**config.mk**
```make
export PLATFORM = sky130hd
export DESIGN_NAME = g_sipo_rx
export DESIGN_NICKNAME = d
export VERILOG_FILES = /design/src/rtl/g_sipo_rx.sv
export SDC_FILE = /design/constraint.sdc
export NUM_CORES = 1
export LEC_CHECK = 0
export ABC_CLOCK_PERIOD_IN_PS = 1800
export BUFFER_PORTS_ARGS = -buffer_cell sky130_fd_sc_hd__buf_2
export CORE_ASPECT_RATIO = 1.25
export CORE_UTILIZATION = 53
export DETAILED_ROUTE_END_ITERATION = 10
export PLACE_DENSITY = 0.84
export SETUP_SLACK_MARGIN = 0.15
export SYNTH_ARGS = -nofsm -noshare
export SYNTH_HDL_FRONTEND = slang
export SYNTH_SLANG_ARGS = --single-unit
export TNS_END_PERCENT = 10
```
**constraint.sdc**
```tcl
create_clock -name CLK -period 1.8 [get_ports CLK]
set_input_delay 0.09 -clock CLK [delete_from_list [all_inputs] [get_ports CLK]]
set_output_delay 0.09 -clock CLK [all_outputs]
set_load 0.1 [all_outputs]
```
**src/rtl/g_sipo_rx.sv**
```systemverilog
// rtl/g_sipo_rx.sv - framed MSB-first serial-in/parallel-out receiver with held output and ack handshake
module g_sipo_rx #(
    parameter int WIDTH = 8
) (
    input  logic             CLK,
    input  logic             CLRN,
    input  logic             SDI,
    input  logic             SEN,
    input  logic             ACK,
    output logic [WIDTH-1:0] Q,
    output logic             QV,
    output logic             OVR,
    output logic             ABRT
);
    localparam int CW = $clog2(WIDTH + 1);

    typedef enum logic {IDLE, SHIFT} state_t;

    state_t           state;
    logic [WIDTH-1:0] shreg;
    logic [CW-1:0]    cnt;
    logic [WIDTH-1:0] next_word;
    logic             complete;
    logic             ack_taken;

    assign next_word = {shreg[WIDTH-2:0], SDI};
    // WIDTH >= 2, so a word can only complete from SHIFT
    assign complete  = (state == SHIFT) && SEN && (cnt == CW'(WIDTH - 1));
    assign ack_taken = ACK && QV;

    always_ff @(posedge CLK or negedge CLRN) begin
        if (!CLRN) begin
            state <= IDLE;
            shreg <= '0;
            cnt   <= '0;
            Q     <= '0;
            QV    <= 1'b0;
            OVR   <= 1'b0;
            ABRT  <= 1'b0;
        end else begin
            ABRT <= 1'b0;
            case (state)
                IDLE: begin
                    if (SEN) begin
                        shreg <= {{(WIDTH-1){1'b0}}, SDI};
                        cnt   <= CW'(1);
                        state <= SHIFT;
                    end
                end
                SHIFT: begin
                    if (!SEN) begin
                        // frame ended early: discard the partial word
                        cnt   <= '0;
                        state <= IDLE;
                        ABRT  <= 1'b1;
                    end else if (complete) begin
                        shreg <= next_word;
                        cnt   <= '0;
                        state <= IDLE;
                    end else begin
                        shreg <= next_word;
                        cnt   <= cnt + CW'(1);
                    end
                end
                default: state <= IDLE;
            endcase

            if (complete) begin
                if (!QV || ACK) begin
                    Q  <= next_word;
                    QV <= 1'b1;
                    if (ack_taken) OVR <= 1'b0;
                end else begin
                    OVR <= 1'b1;
                end
            end else if (ack_taken) begin
                QV  <= 1'b0;
                OVR <= 1'b0;
            end
        end
    end
endmodule

```
==> results of run 1 <==
power by group:
part	switching, mW	internal, mW
Clock	0.161	0.0849
Sequential	0.0171	0.539
Combinational	0.0771	0.0365
state kept, by name, indices dropped and copies added (netlist names):
signal  cells
Q           8
shreg       7
cnt         4
ABRT        1
OVR         1
QV          1
state       1
stage by stage:
| step | setup slack, ns | area, µm² | utilization (%) | power [mW] | hold WS [ns] |
|---|---|---|---|---|---|
| 2_1_floorplan | 0.258 | 955 | - | 0.644 | -0.206 |
| 3_3_place_gp | 0.298 | 1030 | 63.3 | 0.669 | 0.0750 |
| 3_5_place_dp | 0.231 | 1030 | 63.3 | 0.677 | 0.0812 |
| 4_1_cts | 0.212 | 1080 | 66.4 | 0.920 | 0.00695 |
| 5_1_grt | 0.188 | 1090 | 67.1 | 0.960 | 0.0957 |
| 6_report | 0.255 | 1090 | 67.1 | 0.916 | 0.0874 |
critical path, cell delays in order (launching register included):
cell and delay (ns):
dfrtp_1 0.41, ha_1 0.19, and3b_2 0.24, and3_4 0.29
mux2_4 0.32
cell families after synthesis:
group	synth area share (%)
buf+inv	5.51
compound gates	10.1
simple gates	8.92
fa+ha+maj	1.31
mux	13.8
flops	60.4
layout make-up:
type / instances / area (µm²)
Multi-Input combinational cell: 40 / 327
Timing Repair Buffer: 18 / 105
Inverter: 7 / 26.3
Fill cell: 113 / 534
Clock inverter: 1 / 7.51
Tap cell: 18 / 22.5
Sequential cell: 23 / 577
Clock buffer: 3 / 22.5
synth_stat cells:
cell      instances
a31oi_1           1
a21oi_1           2
mux2_4            8
clkbuf_1          1
o21ai_0           5
and3b_1           2
nand2_1           5
nor2_1            1
and3_4            1
buf_6             2
nand3b_1          1
a21boi_0          1
a22o_1            1
nand3_1           1
nor2b_1           1
o21a_1            1
and2_4            1
mux2_2            1
o22ai_1           5
inv_1             7
nand2b_1          1
dfrtp_1          23
ha_1              1
layer usage:
| layer | part of all wire (%) | routed length (µm) | track usage, % | vias to the layer above |
|---|---|---|---|---|
| met1 | 43 | 686 | 25.6 | 279 |
| li1 | - | - | - | 287 |
| met5 | 0 | 0 | 0 | - |
| met4 | 3.2 | 52 | 14.9 | 0 |
| met3 | 1.9 | 31 | 2.74 | 4 |
| met2 | 52 | 840 | 32.0 | 10 |
worst paths after layout:
kind                                          from          endpoint  cells past startpoint  slack [ns]
worst min-delay path                           SEN    ABRT$_DFF_PN0_                      2        0.09
worst min register to register      QV$_DFFE_PN0P_     OVR$_DFF_PN0_                      1        0.49
worst max register to register  cnt[0]$_DFFE_PN0P_  Q[5]$_DFFE_PN0P_                      4        0.25
min in group asynchronous                     CLRN  Q[5]$_DFFE_PN0P_                      2        0.25
max in group asynchronous                     CLRN    QV$_DFFE_PN0P_                      2        1.20
worst max-delay path            cnt[0]$_DFFE_PN0P_  Q[5]$_DFFE_PN0P_                      4        0.25
repair_timing:
| item | in CTS | in global routing |
|---|---|---|
| setup endpoints to repair | 0 | 5 |
| hold endpoints to repair | 24 | 1 |
| gates resized for setup | 0 | 1 |
| hold buffers | 2 | 1 |
| buffers inserted | 0 | 0 |
==> results.ini, run 1 <==
[clock_tree]
htreeDepth = 1
clkTransAtPathRegs_ns = 0.13
cts_buffers = 3
clock_latency_ns = 0.31
cts_buffer_depth = 2
cts_tree = yes
clock-sinks = 23
cts-root-buf = clkbuf_4

[floorplanning]
die-area_um2 = 1970
die_h_um = 49.4
ioPinCount = 16
initial_utilization_pct = 58.8
core_um2 = 1620
die_w_um = 39.9
rows = 16

[sta]
tns_ns = 0
finalCritPeriodShare_pct = 85.8
setup_violations = 0
tightest_slew_ns = 0.489
skew_ns = 0.00170
timing.final.hold_violations = 0
slew-limit-headroom_pct = 67.4
min_period_ns = 1.55
maxSlewViolCount = 0
fmax_mhz = 647
rsz0062_at_grt = no

[detailed_routing]
drt-vias-per-instance = 5.27
final_antenna_net_count = 0
drtPass1Iterations = 4
num_vias = 580
drc = 0
routed_wl_um = 1610
drt_first_iter_violations = 6
avgRoutedWirePerCell_um = 14.6

[cells_and_area]
final_common_cell = dfrtp_1
instances_no_fill = 110
drive_above_1_share_pct = 34.8
nets = 99
insertedDiodeCount = 0
final_cell_mix = 22 x dfrtp_1, 15 x buf_2, 8 x mux2_4
syn2layout_area_growth_pct = 14.0

[worst_setup_path]
worstSetupEndpointType = flop
cp.required_ns = 2.02
start_kind = flop
cp.arrival_ns = 1.76
crit_type = flop to flop
crit_path_max_fanout = 8

[global_routing]
grt_antenna_before_repair = 0
grt_overflow = 0
grt_max_degree = 24
grt_pass1_vias = 594
grtUsageTotal_pct = 20.9
grt_first_pass_wirelength_um = 2720

[logic_synthesis]
syn-num-nets = 79
syn_area_um2 = 953
syn_avg_cell_area_um2 = 13.1
ys_warn_count = 0
synth_area_leader_cell = dfrtp_1
netlist_top_cells_area = dfrtp_1 60%, mux2_4 13%, o22ai_1 3.3%, inv_1 2.8%, o21ai_0 2.6%
yosysSeqAreaShare_pct = 60.4
synth-seq-cells = 23
synth.distinct_cells = 23
syn_inst = 73
yosys.area.top_type_share_pct = 60.4

[power]
peakVddDrop_v = 0.000501
powerDensity_nw_per_um2 = 843
leakage_nw = 0.542

[run]
cap_viol_max_count = 0

[place]
gp_congestion = 0.700
io_buffers = 15
place_inst = 103

[outcome]
outcome = completed

[worst_hold_path]
min_path_type = primary input to flop

(Power assumes the default switching activity.)
==> run 2, diff against run 1 <==
--- a/config.mk
+++ b/config.mk
@@ -7,7 +7,7 @@
 export LEC_CHECK = 0
 export ABC_CLOCK_PERIOD_IN_PS = 1800
 export BUFFER_PORTS_ARGS = -buffer_cell sky130_fd_sc_hd__buf_2
-export CORE_ASPECT_RATIO = 1.25
+export CORE_ASPECT_RATIO = 0.8
 export CORE_UTILIZATION = 53
 export DETAILED_ROUTE_END_ITERATION = 10
 export PLACE_DENSITY = 0.84
==> run 2 against run 1 <==
  * Non-clock buffer count decreased by 1
  * Sequential cell count unchanged
  * Clock-buffer cell count unchanged
  * First-iteration DRC count decreased by 50%
  * Global-route usage decreased by 2.9 points
  * Final area decreased by 0.69%
  * Die area unchanged
  * Sequential power about the same
  * Critical path depth unchanged
  * Setup slack got worse by 0.0083 ns
  * Core utilization decreased by 2.0 points
  * Sequential share of layout area increased by 0.37 points
  * Critical path type unchanged
  * Critical endpoint is now Q[2]$_DFFE_PN0P_
  * Highest routed layer unchanged
==> results.ini, run 2 (synthesis results as in run 1) <==
[sta]
min_period_ns = 1.55
fmax_mhz = 644
maxSlewViolCount = 0
tightest_slew_ns = 0.492
slew-limit-headroom_pct = 67.2
finalCritPeriodShare_pct = 86.3
skew_ns = 0.00900
setup_ws_ns = 0.247
timing.final.hold_violations = 0
tns_ns = 0
rsz0062_at_grt = no
setup_violations = 0

[worst_setup_path]
setup.worst_path.end = Q[2]$_DFFE_PN0P_
cp.arrival_ns = 1.75
r2r_start = cnt[0]$_DFFE_PN0P_
worstSetupEndpointType = flop
crit_type = flop to flop
crit_path_max_fanout = 8
critPathTopFamily = simple AND/OR/NAND/NOR gates
cp.required_ns = 2.00
start_kind = flop
crit_start = cnt[0]$_DFFE_PN0P_
critical_path.max_stage_delay_ns = 0.41
slowest_stage = dfrtp_1
crit_chain = ha_1 -> and3b_2 -> and3_4 -> mux2_4
cp_num_buf_inv = 0
rr_worst_depth = 4
rrSetupSlack_ns = 0.25
r2r_end = Q[2]$_DFFE_PN0P_
crit_cells = 4

[run]
cap_viol_max_count = 0

[clock_tree]
cts_buffer_depth = 2
cts_buffers = 3
cts_tree = yes
clkTransAtPathRegs_ns = 0.12
clock_latency_ns = 0.30
cts-root-buf = clkbuf_4
clock-sinks = 23
htreeDepth = 1

[global_routing]
grt_antenna_before_repair = 0
grt_first_pass_wirelength_um = 2440
grt_overflow = 0
grt_max_degree = 24
grt_pass1_vias = 542
grtUsageTotal_pct = 18.1

[detailed_routing]
drt_first_iter_violations = 3
drt-vias-per-instance = 5.08
drc = 0
avgRoutedWirePerCell_um = 12.7
drtPass1Iterations = 2
final_antenna_net_count = 0
num_vias = 574
routed_wl_um = 1430

[place]
dpl.hpwl_um = 1040
place_area_um2 = 1030
pre_cts_ws_ns = 0.215
io_buffers = 15
gp_congestion = 0.825

[cells_and_area]
drive_above_1_share_pct = 35.2
final_cell_mix = 22 x dfrtp_1, 15 x buf_2, 8 x mux2_4
final_common_cell = dfrtp_1
design_area_um2 = 1080
largest_reg_flops = 8
final.fill_count = 139
syn2layout_area_growth_pct = 13.3
top_regs = Q (8), shreg (7), cnt (4)
largest-register = Q
insertedDiodeCount = 0
nets = 98

[floorplanning]
die_w_um = 49.4
core_um2 = 1660
initial_utilization_pct = 57.5
die-area_um2 = 1970
die_h_um = 39.9
ioPinCount = 16
rows = 13

[power]
powerDensity_nw_per_um2 = 829
leakage_nw = 0.542
power.total_uw = 895
peakVddDrop_v = 0.000572

[outcome]
outcome = completed

[worst_hold_path]
min_path_type = primary input to flop

==> run 2: repair_timing <==
action                                  4_1_cts  5_1_grt
endpoints found under the setup margin        0        6
hold buffers                                  2        0
buffers inserted                              0        0
hold endpoints to repair                     24        0
resized for setup                             0        1
==> run 2: per-layer routing <==
metal	global-route usage [%]	part of all wire (%)	vias to the layer above	wire [µm]
met4	6.43	0.77	0	11
met3	5.68	4.3	2	61
met2	31.2	44	15	637
met5	0	0	-	0
met1	22.3	50	267	724
li1	-	-	290	-
==> run 2: power breakdown <==
group,leakage [nW],total (mW),internal [mW],switching [mW]
registers,0.308,0.556,0.539,0.0172
clock network,0.0177,0.228,0.0829,0.145
logic,0.216,0.111,0.0347,0.0760
total,0.542,0.895,0.657,0.238
==> run 2: layout make-up <==
cell class / count / area (µm²) / area share (%)
well taps: 22 / 27.5 / 2.55
flip-flops and latches: 23 / 577 / 53.4
inverters: 7 / 26.3 / 2.43
clock buffers: 3 / 22.5 / 2.09
clock inverters: 1 / 5.00 / 0.463
multi-input cells: 40 / 327 / 30.2
repair buffers: 17 / 95.1 / 8.81
==> run 2: through the flow <==
| stage | util, % | instances | hold WS [ns] |
|---|---|---|---|
| after global routing | 65.1 | 113 | 0.0000694 |
| after detailed placement | 62.1 | 107 | 0.0834 |
| after global placement | 62.1 | 107 | 0.0807 |
| final | 65.1 | 113 | 0.0302 |
| after floorplan | - | 73 | -0.206 |
| after CTS | 65.0 | 113 | 0.0214 |
==> run 2: worst min path at each step <==
stage,startpoint,to,slack [ns],cells past startpoint
floorplan,CLRN,ABRT$_DFF_PN0_,-0.21,0
global placement,CLRN,OVR$_DFF_PN0_,0.08,1
detailed placement,CLRN,OVR$_DFF_PN0_,0.08,1
CTS,SDI,Q[0]$_DFFE_PN0P_,0.02,2
global route,SDI,Q[0]$_DFFE_PN0P_,0.00007,2
finish,SDI,Q[0]$_DFFE_PN0P_,0.03,2
==> run 2: worst reg2reg max path: stages, from the launching register on <==
cell     delay, ns
dfrtp_1       0.41
ha_1          0.19
and3b_2       0.23
and3_4        0.30
mux2_4        0.32
